[config.mk]
export PLATFORM = sky130hd
export DESIGN_NAME = mips16_trace_buffer
export DESIGN_NICKNAME = d
export VERILOG_FILES = /design/src/rtl/mips16_trace_pkg.sv /design/src/rtl/mips16_trace_fifo.sv /design/src/rtl/mips16_trace_buffer.sv
export SDC_FILE = /design/constraint.sdc
export NUM_CORES = 1
export LEC_CHECK = 0
export ABC_AREA = 1
export BUFFER_PORTS_ARGS = -buffer_cell sky130_fd_sc_hd__buf_2
export CORE_ASPECT_RATIO = 0.9
export CORE_MARGIN = 2
export CORE_UTILIZATION = 55
export DETAILED_ROUTE_END_ITERATION = 6
export HOLD_SLACK_MARGIN = 0.02
export PLACE_DENSITY = 0.72
export SYNTH_ARGS = -nofsm -noshare
export SYNTH_HDL_FRONTEND = slang
export SYNTH_SLANG_ARGS = --single-unit
[constraint.sdc]
create_clock -name clk -period 6.05 [get_ports clk]
set_clock_uncertainty 0.1 [all_clocks]
set_input_delay 0.605 -clock clk [delete_from_list [all_inputs] [get_ports clk]]
set_output_delay 0.605 -clock clk [all_outputs]
set_load 0.01 [all_outputs]
[src/rtl/mips16_trace_pkg.sv]
// Shared types and entry layout for the mips16 trace buffer.
package mips16_trace_pkg;

  typedef enum logic [1:0] {
    TR_IDLE    = 2'd0,
    TR_ARMED   = 2'd1,
    TR_CAPTURE = 2'd2,
    TR_DONE    = 2'd3
  } tr_state_e;

  localparam int TRACE_W    = 32;
  localparam int TR_PC_LSB  = 16;
  localparam int TR_ALU_LSB = 0;

  function automatic logic [TRACE_W-1:0] pack_entry(input logic [15:0] pc,
                                                    input logic [15:0] alu);
    logic [TRACE_W-1:0] e;
    e = '0;
    e[TR_PC_LSB +: 16]  = pc;
    e[TR_ALU_LSB +: 16] = alu;
    return e;
  endfunction

endpackage

[src/rtl/mips16_trace_fifo.sv]
// First-word-fall-through FIFO; a push is accepted when full if a pop happens in the same cycle.
module mips16_trace_fifo #(
  parameter  int DEPTH = 16,
  parameter  int W     = 32,
  localparam int AW    = $clog2(DEPTH)
) (
  input  logic          clk,
  input  logic          rst_n,
  input  logic          push_i,
  input  logic          pop_i,
  input  logic [W-1:0]  data_i,
  output logic [W-1:0]  data_o,
  output logic          full_o,
  output logic          empty_o,
  output logic [AW:0]   level_o
);

  localparam logic [AW:0] FULL_LVL = (AW+1)'(DEPTH);

  logic [W-1:0]  mem [DEPTH];
  logic [AW-1:0] wr_ptr_q, rd_ptr_q;
  logic [AW:0]   level_q;
  logic          push_ok, pop_ok;

  assign empty_o = (level_q == '0);
  assign full_o  = (level_q == FULL_LVL);
  assign level_o = level_q;
  assign pop_ok  = pop_i && !empty_o;
  assign push_ok = push_i && (!full_o || pop_ok);

  // Gated to zero when empty so the head reads as 0 straight out of reset.
  assign data_o = empty_o ? '0 : mem[rd_ptr_q];

  always_ff @(posedge clk) begin
    if (push_ok) mem[wr_ptr_q] <= data_i;
  end

  always_ff @(posedge clk or negedge rst_n) begin
    if (!rst_n) begin
      wr_ptr_q <= '0;
      rd_ptr_q <= '0;
      level_q  <= '0;
    end else begin
      if (push_ok) wr_ptr_q <= wr_ptr_q + AW'(1);
      if (pop_ok)  rd_ptr_q <= rd_ptr_q + AW'(1);
      unique case ({push_ok, pop_ok})
        2'b10:   level_q <= level_q + (AW+1)'(1);
        2'b01:   level_q <= level_q - (AW+1)'(1);
        default: level_q <= level_q;
      endcase
    end
  end

endmodule

[src/rtl/mips16_trace_buffer.sv]
// Triggered PC/ALU trace capture into a drainable FIFO.
// Optional TRACE_DEDUP_EN suppresses repeated-PC samples during capture.
module mips16_trace_buffer
  import mips16_trace_pkg::*;
#(
  parameter int DEPTH       = 16,
  parameter int CAPTURE_LEN = 32
) (
  input  logic                     clk,
  input  logic                     reset,
  input  logic [15:0]              pc_in,
  input  logic [15:0]              alu_in,
  input  logic                     arm,
  input  logic [15:0]              trig_pc,
  output logic                     out_valid,
  input  logic                     out_ready,
  output logic [TRACE_W-1:0]       out_data,
  output logic [1:0]               state_o,
  output logic                     overflow,
  output logic [$clog2(DEPTH):0]   level
);

  localparam logic [15:0] LEN16 = 16'(CAPTURE_LEN);

  tr_state_e   state_q;
  logic [15:0] cnt_q, cnt_d;
  logic        overflow_q;
  logic        trig_hit, in_cap, sample, dup, push, pop;
  logic        fifo_full, fifo_empty;

  assign trig_hit = (state_q == TR_ARMED) && (pc_in == trig_pc);
  assign in_cap   = (state_q == TR_CAPTURE);
  assign sample   = trig_hit || in_cap;
  assign cnt_d    = cnt_q + 16'd1;

`ifdef TRACE_DEDUP_EN
  logic [15:0] prev_pc_q;

  always_ff @(posedge clk or negedge reset) begin
    if (!reset) prev_pc_q <= '0;
    else        prev_pc_q <= pc_in;
  end

  // The trigger-cycle sample is never deduplicated.
  assign dup = in_cap && (pc_in == prev_pc_q);
`else
  assign dup = 1'b0;
`endif

  assign push      = sample && !dup;
  assign pop       = out_valid && out_ready;
  assign out_valid = !fifo_empty;
  assign state_o   = state_q;
  assign overflow  = overflow_q;

  always_ff @(posedge clk or negedge reset) begin
    if (!reset) begin
      state_q    <= TR_IDLE;
      cnt_q      <= '0;
      overflow_q <= 1'b0;
    end else begin
      unique case (state_q)
        TR_IDLE: if (arm) begin
          state_q    <= TR_ARMED;
          overflow_q <= 1'b0;
        end
        TR_ARMED: if (trig_hit) begin
          cnt_q   <= 16'd1;
          state_q <= (LEN16 == 16'd1) ? TR_DONE : TR_CAPTURE;
        end
        TR_CAPTURE: begin
          cnt_q <= cnt_d;
          if (cnt_d == LEN16) state_q <= TR_DONE;
        end
        TR_DONE: if (arm && fifo_empty) begin
          state_q    <= TR_ARMED;
          overflow_q <= 1'b0;
        end
        default: state_q <= TR_IDLE;
      endcase
      // Dropped samples still advance the window counter above.
      if (push && fifo_full && !pop) overflow_q <= 1'b1;
    end
  end

  mips16_trace_fifo #(
    .DEPTH (DEPTH),
    .W     (TRACE_W)
  ) u_fifo (
    .clk     (clk),
    .rst_n   (reset),
    .push_i  (push),
    .pop_i   (pop),
    .data_i  (pack_entry(pc_in, alu_in)),
    .data_o  (out_data),
    .full_o  (fifo_full),
    .empty_o (fifo_empty),
    .level_o (level)
  );

endmodule

==> results of run 1 <==
==> sequential cells by signal (all words and copies together), names as in the netlist <==
register,flops
u_fifo.mem,512
cnt_q,16
u_fifo.level_o,5
u_fifo.rd_ptr_q,4
u_fifo.wr_ptr_q,4
state_o,2
overflow,1
==> worst register-to-register path, stage by stage, from the launching register on <==
cell and delay [ps]:
dfrtp_1 450, inv_1 120, ha_1 570, inv_1 190, nand2_2 150, nand2_2 340, nor3_2 1040, buf_4 440
==> synthesized netlist by cell type <==
cell type	number	area, um^2
or2_2	1	6.260
nand3_1	72	360.4
or2_0	1	6.260
buf_6	3	33.78
clkinv_2	1	5.000
nand3b_1	1	7.510
buf_2	35	175.2
o21ai_0	279	1396
and2_1	1	6.260
buf_4	9	67.56
o21bai_1	1	7.510
nor2_2	3	18.77
nor3_1	17	85.08
nor2_4	3	33.78
xnor2_1	17	148.9
xor2_1	7	61.31
inv_1	42	157.7
ha_1	15	187.7
nand3_2	3	30.03
o221ai_1	86	753.2
nand4_1	9	56.30
inv_2	3	11.26
nand2_4	1	11.26
clkbuf_1	54	202.7
nand2_1	93	349.1
o21ai_1	25	125.1
buf_1	9	33.78
a21oi_1	40	200.2
o22ai_1	42	262.8
dfrtp_1	32	800.8
edfxtp_1	512	15370
nor2_1	316	1186
clkbuf_2	3	15.01
nand2_2	8	50.05
==> power groups by stage <==
stage          Sequential (mW)  Clock (mW)  Combinational (mW)
2_1_floorplan             4.55           0                2.62
3_3_place_gp              4.61           0                3.69
3_5_place_dp              4.62           0                3.77
4_1_cts                   4.55        3.22                3.79
5_1_grt                   4.57        3.36                4.21
6_report                  4.55        3.19                3.82
==> cell usage in the layout (no fill, tap or decap), types with 2 or more instances in the layout <==
master	netlist	layout
o21ai_0	279	279
o21ai_1	25	25
clkinvlp_4	0	3
inv_1	42	40
clkinv_2	1	12
nand2_2	8	8
clkinv_1	0	16
nand3_2	3	3
xnor2_1	17	17
ha_1	15	15
bufinv_16	0	3
nor2_4	3	4
nor3_2	0	16
nand3_1	72	72
nand2_1	93	93
nor2_1	316	316
a21oi_1	40	40
inv_6	0	2
clkbuf_16	0	55
edfxtp_1	512	512
buf_12	0	3
xor2_1	7	7
clkbuf_1	54	8
nand4_1	9	9
nor2_2	3	2
dfrtp_1	32	29
buf_2	35	92
o221ai_1	86	86
o22ai_1	42	42
buf_4	9	27
inv_2	3	3
dfrtp_4	0	2
==> how the worst max path moves through the flow <==
stage | startpoint | end | slack, ps | cells after the start
finish | u_fifo.rd_ptr_q[1] | out_data[2] | 1220 | 9
global route | u_fifo.rd_ptr_q[1] | out_data[0] | 1080 | 9
CTS | u_fifo.rd_ptr_q[1] | out_data[19] | 1340 | 9
detailed placement | pc_in[15] | u_fifo.mem[14][19] | 1920 | 9
global placement | pc_in[15] | u_fifo.mem[14][19] | 2000 | 9
floorplan | trig_pc[5] | u_fifo.mem[3][0] | 1750 | 9
==> cell type report <==
class / instances / area share (%)
clock buffer: 63 / 5.652
multi-input combinational: 1041 / 21.84
tap: 532 / 2.675
inverter: 46 / 0.7241
timing repair buffer: 123 / 2.946
antenna: 1 / 0.01006
sequential: 544 / 65.04
clock inverter: 36 / 1.111
==> stage by stage <==
stage | setup WS [ps] | util, % | power [mW] | instance area (um^2) | std cells
final | 1218 | 62.66 | 11.55 | 24880 | 2386
after global routing | 1077 | 62.65 | 12.15 | 24880 | 2385
after CTS | 1336 | 62.65 | 11.56 | 24880 | 2385
after detailed placement | 1915 | 58.39 | 8.393 | 23190 | 2285
after global placement | 1998 | 58.39 | 8.307 | 23190 | 2285
after floorplan | 1754 | - | 7.173 | 22230 | 1744
==> cells by family (layout without fill, tap and decap cells) <==
group	after synthesis	in the layout	synth area share, %
adder cells (fa/ha/maj)	15	15	0.8444
flip-flops	544	544	72.77
AND/OR/NAND/NOR	529	529	9.930
buffers and inverters	159	268	3.158
XOR/XNOR	24	24	0.9457
AO/OA/AOI/OAI	473	473	12.35
other	0	1	0
==> what timing repair did <==
action                                  4_1_cts  5_1_grt
endpoints found under the setup margin        0        0
hold buffers                                  1        0
hold endpoints to repair                     32        0
==> layer usage <==
metal | share of wire (%) | routed length, um | global-route usage (%) | vias to the layer above
met4 | 2.5 | 1362 | 7.534 | 0
li1 | - | - | - | 6602
met2 | 48 | 26050 | 41.84 | 691
met1 | 41 | 22390 | 36.56 | 7244
met3 | 8.8 | 4786 | 5.227 | 110
met5 | 0 | 0 | 0 | -
==> flow_summary.toml, run 1 <==
[timing]
slew_headroom_pct = 19.27
hold-worst-slack_ps = 207.7
worstMarginPinSlew_ps = 1204
finalMaxSlewViolations = 0
finalCritPeriodShare_pct = 79.86
tns_ps = 0
post-route-min-period_ps = 4832
hold_viol_final = 0
setup_violations = 0
rsz0062_at_grt = "no"
clock.fmax_mhz = 207.0

[drt]
drt_iter0_markers = 1890
ant_nets = 0
post_drt_wl_per_cell_um = 22.88
first_pass_iters = 5
vias_per_cell = 6.139
route.vias.total = 14647
drc = 0
wl_mm = 54.60

[cells_and_area]
fin_nets = 1877
area_growth_pct = 11.95
seqCellArea_mm2 = 0.01618
n_fill_cell = 2957
drive_above_1_share_pct = 13.01
multi_input_comb_area_mm2 = 0.005435

[worst_setup_path]
timing.rr.start = "state_o[0]"
r2r-end = "u_fifo.mem[14][12]"
critPathArrivalTime_ps = 4130
max_stage_delay_ps = 1130
cp-start-kind = "flip-flop"
ff2ff_path_depth = 7
worst-path-buf-inv = 3
reg2reg_slack_ps = 2310
crit_required_ps = 5340
path_max_fanout = 73
crit_family = "buffers and inverters"
crit_chain = "clkinv_2, buf_4, o21ai_0, o22ai_1, nor2_1, nor2_1, o21ai_1, a21oi_1, buf_2"
crit_top_cell = "nor2_1"
criticalPathCategory = "reg -> out"
slowest_stage = "clkinv_2"
crit_path_end_kind = "primary output"

[global_routing]
grtUsageTotal_pct = 26.06
grt_pass1_vias = 14451
antenna_found_initial = 1
grt_pass1_wl_mm = 83.57
grt_overflow = 0
grt_max_degree = 259

[worst_hold_path]
worstHoldStart = "out_ready"
hold_path_end = "u_fifo.rd_ptr_q[0]"
worstHoldPathCells = 3
hold_path_class = "in -> reg"

[power_and_ir_drop]
pwr_density_cell_mw_per_mm2 = 464.3
pwr-share-comb_pct = 33.0
internal_power_mw = 7.314
p_clk_share_pct = 27.6
leakage_nw = 8.242
p_sw_share_pct = 36.70
vdd_drop_max_mv = 0.4714
seqPwrFrac_pct = 39.4
switchingPower_mw = 4.240

[synthesis]
netlist_area_mm2 = 0.02223
syn_nets = 1811
synth_cell_types = 34
ys_seq_elements = 544
syn_inst = 1744
seq_area_frac_synth_pct = 72.77
syn_area_per_cell_um2 = 12.75
synth_warnings = 0

[placed_design]
port_buffers = 92
globalplace.congestion = 0.7859
post-dp-hpwl_mm = 26.92

[clocking]
insertion_delay_ps = 590
cts_max_level = 2
ctsRootBufferMaster = "clkbuf_16"
cts_tree = "done"
cts_buffers = 54
postCtsSetupBuffers = 0
path_clk_slew_ps = 60
ctsLongestPathBuffers = 3
cts_resized = 0
cts_sinks = 544

[floorplanning]
ios = 93
rows = 69
initial_utilization_pct = 55.97
die_x_um = 215.9
die-area_mm2 = 0.04204
fp.dieH_um = 194.7
core_area_mm2 = 0.03971

[job]
cap_violations = 0

[run_status]
outcome = "finished, final reports clean"
Note: power is estimated with default switching activity, not from simulation.
==> inputs of run 2 (changes only) <==
PLACE_DENSITY = 0.75   (was 0.72)
clock period = 4.4 ns   (was 6.05 ns; I/O delays follow)
==> run 2 against run 1 <==
Register-to-register slack worse by 1200 ps. Global-route usage down 0.42 points. Via count up 1.7%. Sequential share of layout area down 0.44 points. Critical path depth down 2. Die area unchanged. Combinational power up 39%. Hold slack worse by 150 ps. Core utilization up 0.43 points. Highest routed layer is now met5. Non-clock buffer count up 11.
==> flow_summary.toml, run 2 (same netlist as run 1, synthesis figures left out) <==
[clocking]
cts_tree = "done"
ctsLongestPathBuffers = 3
cts_max_level = 2
cts_sinks = 544
insertion_delay_ps = 580
postCtsSetupBuffers = 0
ctsRootBufferMaster = "clkbuf_16"
path_clk_slew_ps = 50
cts_buffers = 53

[cells_and_area]
layout_commonest_cell = "edfxtp_1"
stdcell_count = 2395
largest_register_ffs = 512
drive_above_1_share_pct = 13.33
final_area_mm2 = 0.02505
fin_nets = 1887
area_growth_pct = 12.71
largest-register = "u_fifo.mem"
most-common-layout-cells = "512 x edfxtp_1, 316 x nor2_1, 279 x o21ai_0, 93 x nand2_1, 92 x buf_2"

[drt]
wl_mm = 53.94
drt_iter0_markers = 1612
post_drt_wl_per_cell_um = 22.52
first_pass_iters = 7
route.vias.total = 14901
ant_nets = 0
vias_per_cell = 6.222
drc = 0

[power_and_ir_drop]
pwr_density_cell_mw_per_mm2 = 646.5
vdd_drop_max_mv = 0.7205
leakage_nw = 8.327

[timing]
rsz0062_at_grt = "no"
hold_viol_final = 0
tns_ps = 0
clock.fmax_mhz = 254.3
setup_violations = 0
hold-worst-slack_ps = 61.36
post-route-min-period_ps = 3932
finalCritPeriodShare_pct = 89.36
slew_headroom_pct = 30.92
worstMarginPinSlew_ps = 1036
finalMaxSlewViolations = 0

[global_routing]
grt_pass1_vias = 14697
grt_max_degree = 129
grt_pass1_wl_mm = 82.83
antenna_found_initial = 3
grtUsageTotal_pct = 25.64
grt_overflow = 0

[floorplanning]
rows = 69
die-area_mm2 = 0.04204
initial_utilization_pct = 55.97
die_x_um = 215.9
fp.dieH_um = 194.7
ios = 93
core_area_mm2 = 0.03971

[placed_design]
globalplace.congestion = 0.7974
place_area_mm2 = 0.02328
port_buffers = 92
post-dp-hpwl_mm = 28.39
placed_cells = 2296

[worst_setup_path]
r2r-end = "u_fifo.level_o[4]"
crit_required_ps = 3860
startpoint = "u_fifo.rd_ptr_q[0]"
path_max_fanout = 115
cp-start-kind = "flip-flop"
timing.rr.start = "state_o[0]"
critPathArrivalTime_ps = 3390
criticalPathCategory = "reg -> out"
reg2reg_slack_ps = 1120
crit_path_end_kind = "primary output"
ff2ff_path_depth = 14

[worst_hold_path]
hold_path_end = "overflow"
worstHoldPathCells = 4
worstHoldStart = "out_ready"
hold_path_class = "in -> reg"

[run_status]
outcome = "finished, final reports clean"

[job]
cap_violations = 0
==> run 2: changes by cell type in the layout (fill, tap and decap cells not counted), sizes merged <==
cell    before  now
clkinv      30   15
buf        122  133
clkbuf      63   72
bufinv       3    7
diode        1    2
inv         46   45
==> run 2: power breakdown <==
group | leakage [nW] | internal [mW] | total (mW) | switching (mW)
sequential | 5.02 | 6.01 | 6.30 | 0.290
clock | 0.841 | 2.72 | 4.57 | 1.85
combinational | 2.46 | 1.63 | 5.32 | 3.69
==> run 2: timing repair <==
action                                  in CTS  in global routing
gates resized for setup                      0                  0
hold buffers                                 1                  0
endpoints found under the setup margin       0                  0
endpoints found under the hold margin       32                  0
==> run 2: stage by stage <==
step	setup WS (ps)	utilization (%)	power, mW
after floorplan	269.1	-	9.863
after global placement	1038	58.63	11.49
after detailed placement	921.3	58.63	11.65
after CTS	482.1	63.07	16.21
after global routing	278.3	63.08	17.01
final	468.2	63.08	16.20
==> run 2: routing by layer <==
metal / vias up / track usage [%] / part of all wire [%]
met4: 4 / 8.752 / 2.4
met1: 7357 / 36.25 / 40
li1: 6624 / - / -
met2: 802 / 40.45 / 48
met5: - / 0 / 0.039
met3: 114 / 4.820 / 10
==> run 2: worst max-delay path: stages, from the launching register on <==
cell	delay, ps
dfrtp_4	700
inv_6	700
buf_12	370
o21ai_0	150
o221ai_1	240
nand3_1	150
a21oi_1	210
buf_2	170
==> run 2: cell type report <==
cell class	count	area, um^2
Sequential cell	544	16180
Clock inverter	24	294.0
Clock buffer	72	1460
Tap cell	532	665.6
Multi-Input combinational cell	1041	5435
Inverter	46	180.2
Fill cell	2869	14660
Antenna cell	2	5.005
Timing Repair Buffer	134	828.3
==> run 2: how the worst max path moves through the flow <==
stage | endpoint | slack [ps] | cells after the start
CTS | out_data[4] | 480 | 7
finish | out_data[4] | 470 | 7
global placement | u_fifo.level_o[4] | 1040 | 19
global route | out_data[12] | 280 | 9
floorplan | u_fifo.mem[3][0] | 270 | 9
detailed placement | u_fifo.level_o[4] | 920 | 17
==> inputs of run 3 (changes only) <==
==> constraint.sdc (replaced) <==
create_clock -name clk -period 4.4 [get_ports clk]
set_clock_uncertainty 0.1 [all_clocks]
set_input_delay 0.44 -clock clk [delete_from_list [all_inputs] [get_ports clk]]
set_output_delay 0.44 -clock clk [all_outputs]
set_load 0.02 [all_outputs]
==> run 3 against run 2 <==
Sequential cell count unchanged. Global-route usage down 0.40 points. Non-clock buffer count up 7. Setup slack improved by 68 ps. Clock-buffer cell count is 1 higher. Clock power is 2% lower. Sequential power decreased by 1%. Core utilization rose by 0.054 points. Wire length shrank 0.74%. Final area hardly changed.
==> flow_summary.toml, run 3 (same netlist as run 1, synthesis figures left out) <==
[job]
cap_violations = 0

[clocking]
insertion_delay_ps = 580
cts_max_level = 2
ctsLongestPathBuffers = 3
cts_tree = "done"
ctsRootBufferMaster = "clkbuf_16"
cts_buffers = 53
cts_resized = 0
cts_sinks = 544
hold_buffers = 1
path_clk_slew_ps = 60
postCtsSetupBuffers = 0

[run_status]
outcome = "finished, final reports clean"

[power_and_ir_drop]
vdd_drop_max_mv = 0.6075
pwr-share-comb_pct = 34.7
switchingPower_mw = 6.145
p_clk_share_pct = 27.2
leakage_nw = 8.356
pwr_density_cell_mw_per_mm2 = 652.9
p_sw_share_pct = 37.54
internal_power_mw = 10.23
seqPwrFrac_pct = 38.1

[timing]
setup_violations = 0
tns_ps = 0
post-route-min-period_ps = 3863
rsz0062_at_grt = "no"
finalCritPeriodShare_pct = 87.81
finalMaxSlewViolations = 0
hold_viol_final = 0
slew_headroom_pct = 36.11
clock.fmax_mhz = 258.8
worstMarginPinSlew_ps = 958.4

[floorplanning]
fp.dieH_um = 194.7
ios = 93
rows = 69
die_x_um = 215.9
initial_utilization_pct = 55.97
core_area_mm2 = 0.03971
die-area_mm2 = 0.04204

[drt]
wl_mm = 53.54
first_pass_iters = 6
drc = 0
post_drt_wl_per_cell_um = 22.25
ant_nets = 0
route.vias.total = 14675
drt_iter0_markers = 2043
vias_per_cell = 6.099

[cells_and_area]
area_growth_pct = 12.81
postLayoutCoreUtil_pct = 63.14
layout_commonest_cell = "edfxtp_1"
n_fill_cell = 2910
largest_register_ffs = 512
drive_above_1_share_pct = 14.00
fin_nets = 1894
most-common-layout-cells = "512 x edfxtp_1, 316 x nor2_1, 279 x o21ai_0, 93 x nand2_1, 92 x buf_2"
largest-register = "u_fifo.mem"

[placed_design]
globalplace.congestion = 0.8357
post-dp-hpwl_mm = 28.66
port_buffers = 92

[global_routing]
grtUsageTotal_pct = 25.24
grt_pass1_wl_mm = 81.63
grt_max_degree = 167
antenna_found_initial = 4
grt_overflow = 0
grt_pass1_vias = 14449

[worst_setup_path]
critPathArrivalTime_ps = 3320
crit_required_ps = 3860
path_max_fanout = 92
crit_path_end_kind = "primary output"
cp-start-kind = "flip-flop"
criticalPathCategory = "reg -> out"

[worst_hold_path]
hold_path_class = "in -> reg"
==> run 3: cell count changes in the layout (fill, tap and decap cells not counted) <==
cell       before  now
buf_4          37   44
clkinv_2        5    9
clkinv_4        0    3
diode_2         2    3
clkbuf_8        2    6
bufinv_16       7    3
clkinv_1       10    9
clkbuf_1       15   12
==> run 3: cell type report <==
cell class / count / area [um^2] / share of cell area (%)
flip-flops and latches: 544 / 16180 / 64.55
multi-input cells: 1041 / 5435 / 21.68
clock buffers: 73 / 1504 / 5.998
repair buffers: 141 / 880.8 / 3.513
well taps: 532 / 665.6 / 2.655
clock inverters: 26 / 216.5 / 0.8633
inverters: 46 / 180.2 / 0.7186
diodes: 3 / 7.507 / 0.02994
==> run 3: per-layer routing <==
layer	part of all wire, %	track usage (%)	up-vias
met1	41	35.37	7212
li1	-	-	6635
met2	48	40.67	724
met5	0.013	0	-
met4	2.2	7.585	2
met3	9.0	4.726	102
==> run 3: through the flow <==
stage                     std cells  total power, mW  setup WS (ps)  cell area (um^2)  hold WS (ps)
after global routing           2406            17.18          353.7             25070         73.63
after floorplan                1744            10.15          269.1             22230         44.41
after CTS                      2403            16.39          494.1             25070         51.18
after detailed placement       2303            11.98          529.9             23340         408.5
final                          2406            16.37          536.5             25070         78.32
after global placement         2303            11.79          698.1             23340         410.8
==> run 3: path summary, 6_finish.rpt <==
kind	startpoint	end	slack (ps)	cells past startpoint
worst min register to register	u_fifo.wr_ptr_q[3]	u_fifo.wr_ptr_q[3]	430	2
worst max-delay path	u_fifo.rd_ptr_q[0]	out_data[10]	540	7
min in group asynchronous	reset	cnt_q[6]	370	2
worst max register to register	u_fifo.level_o[1]	u_fifo.level_o[4]	960	15
max in group asynchronous	reset	u_fifo.rd_ptr_q[0]	3250	2
worst min-delay path	out_ready	overflow	80	4
==> run 3: power by group through the flow <==
stage	Clock, mW	Sequential (mW)	Combinational (mW)
floorplan	0	6.29	3.86
global placement	0	6.32	5.48
detailed placement	0	6.33	5.64
CTS	4.49	6.23	5.67
global route	4.70	6.26	6.22
finish	4.46	6.23	5.68
==> run 3: worst max-delay path, cell delays in order (launching register included) <==
cell,delay [ps]
dfrtp_4,710
inv_6,620
buf_12,320
o21ai_0,120
o221ai_1,250
nand3_1,110
a21oi_1,320
buf_2,240
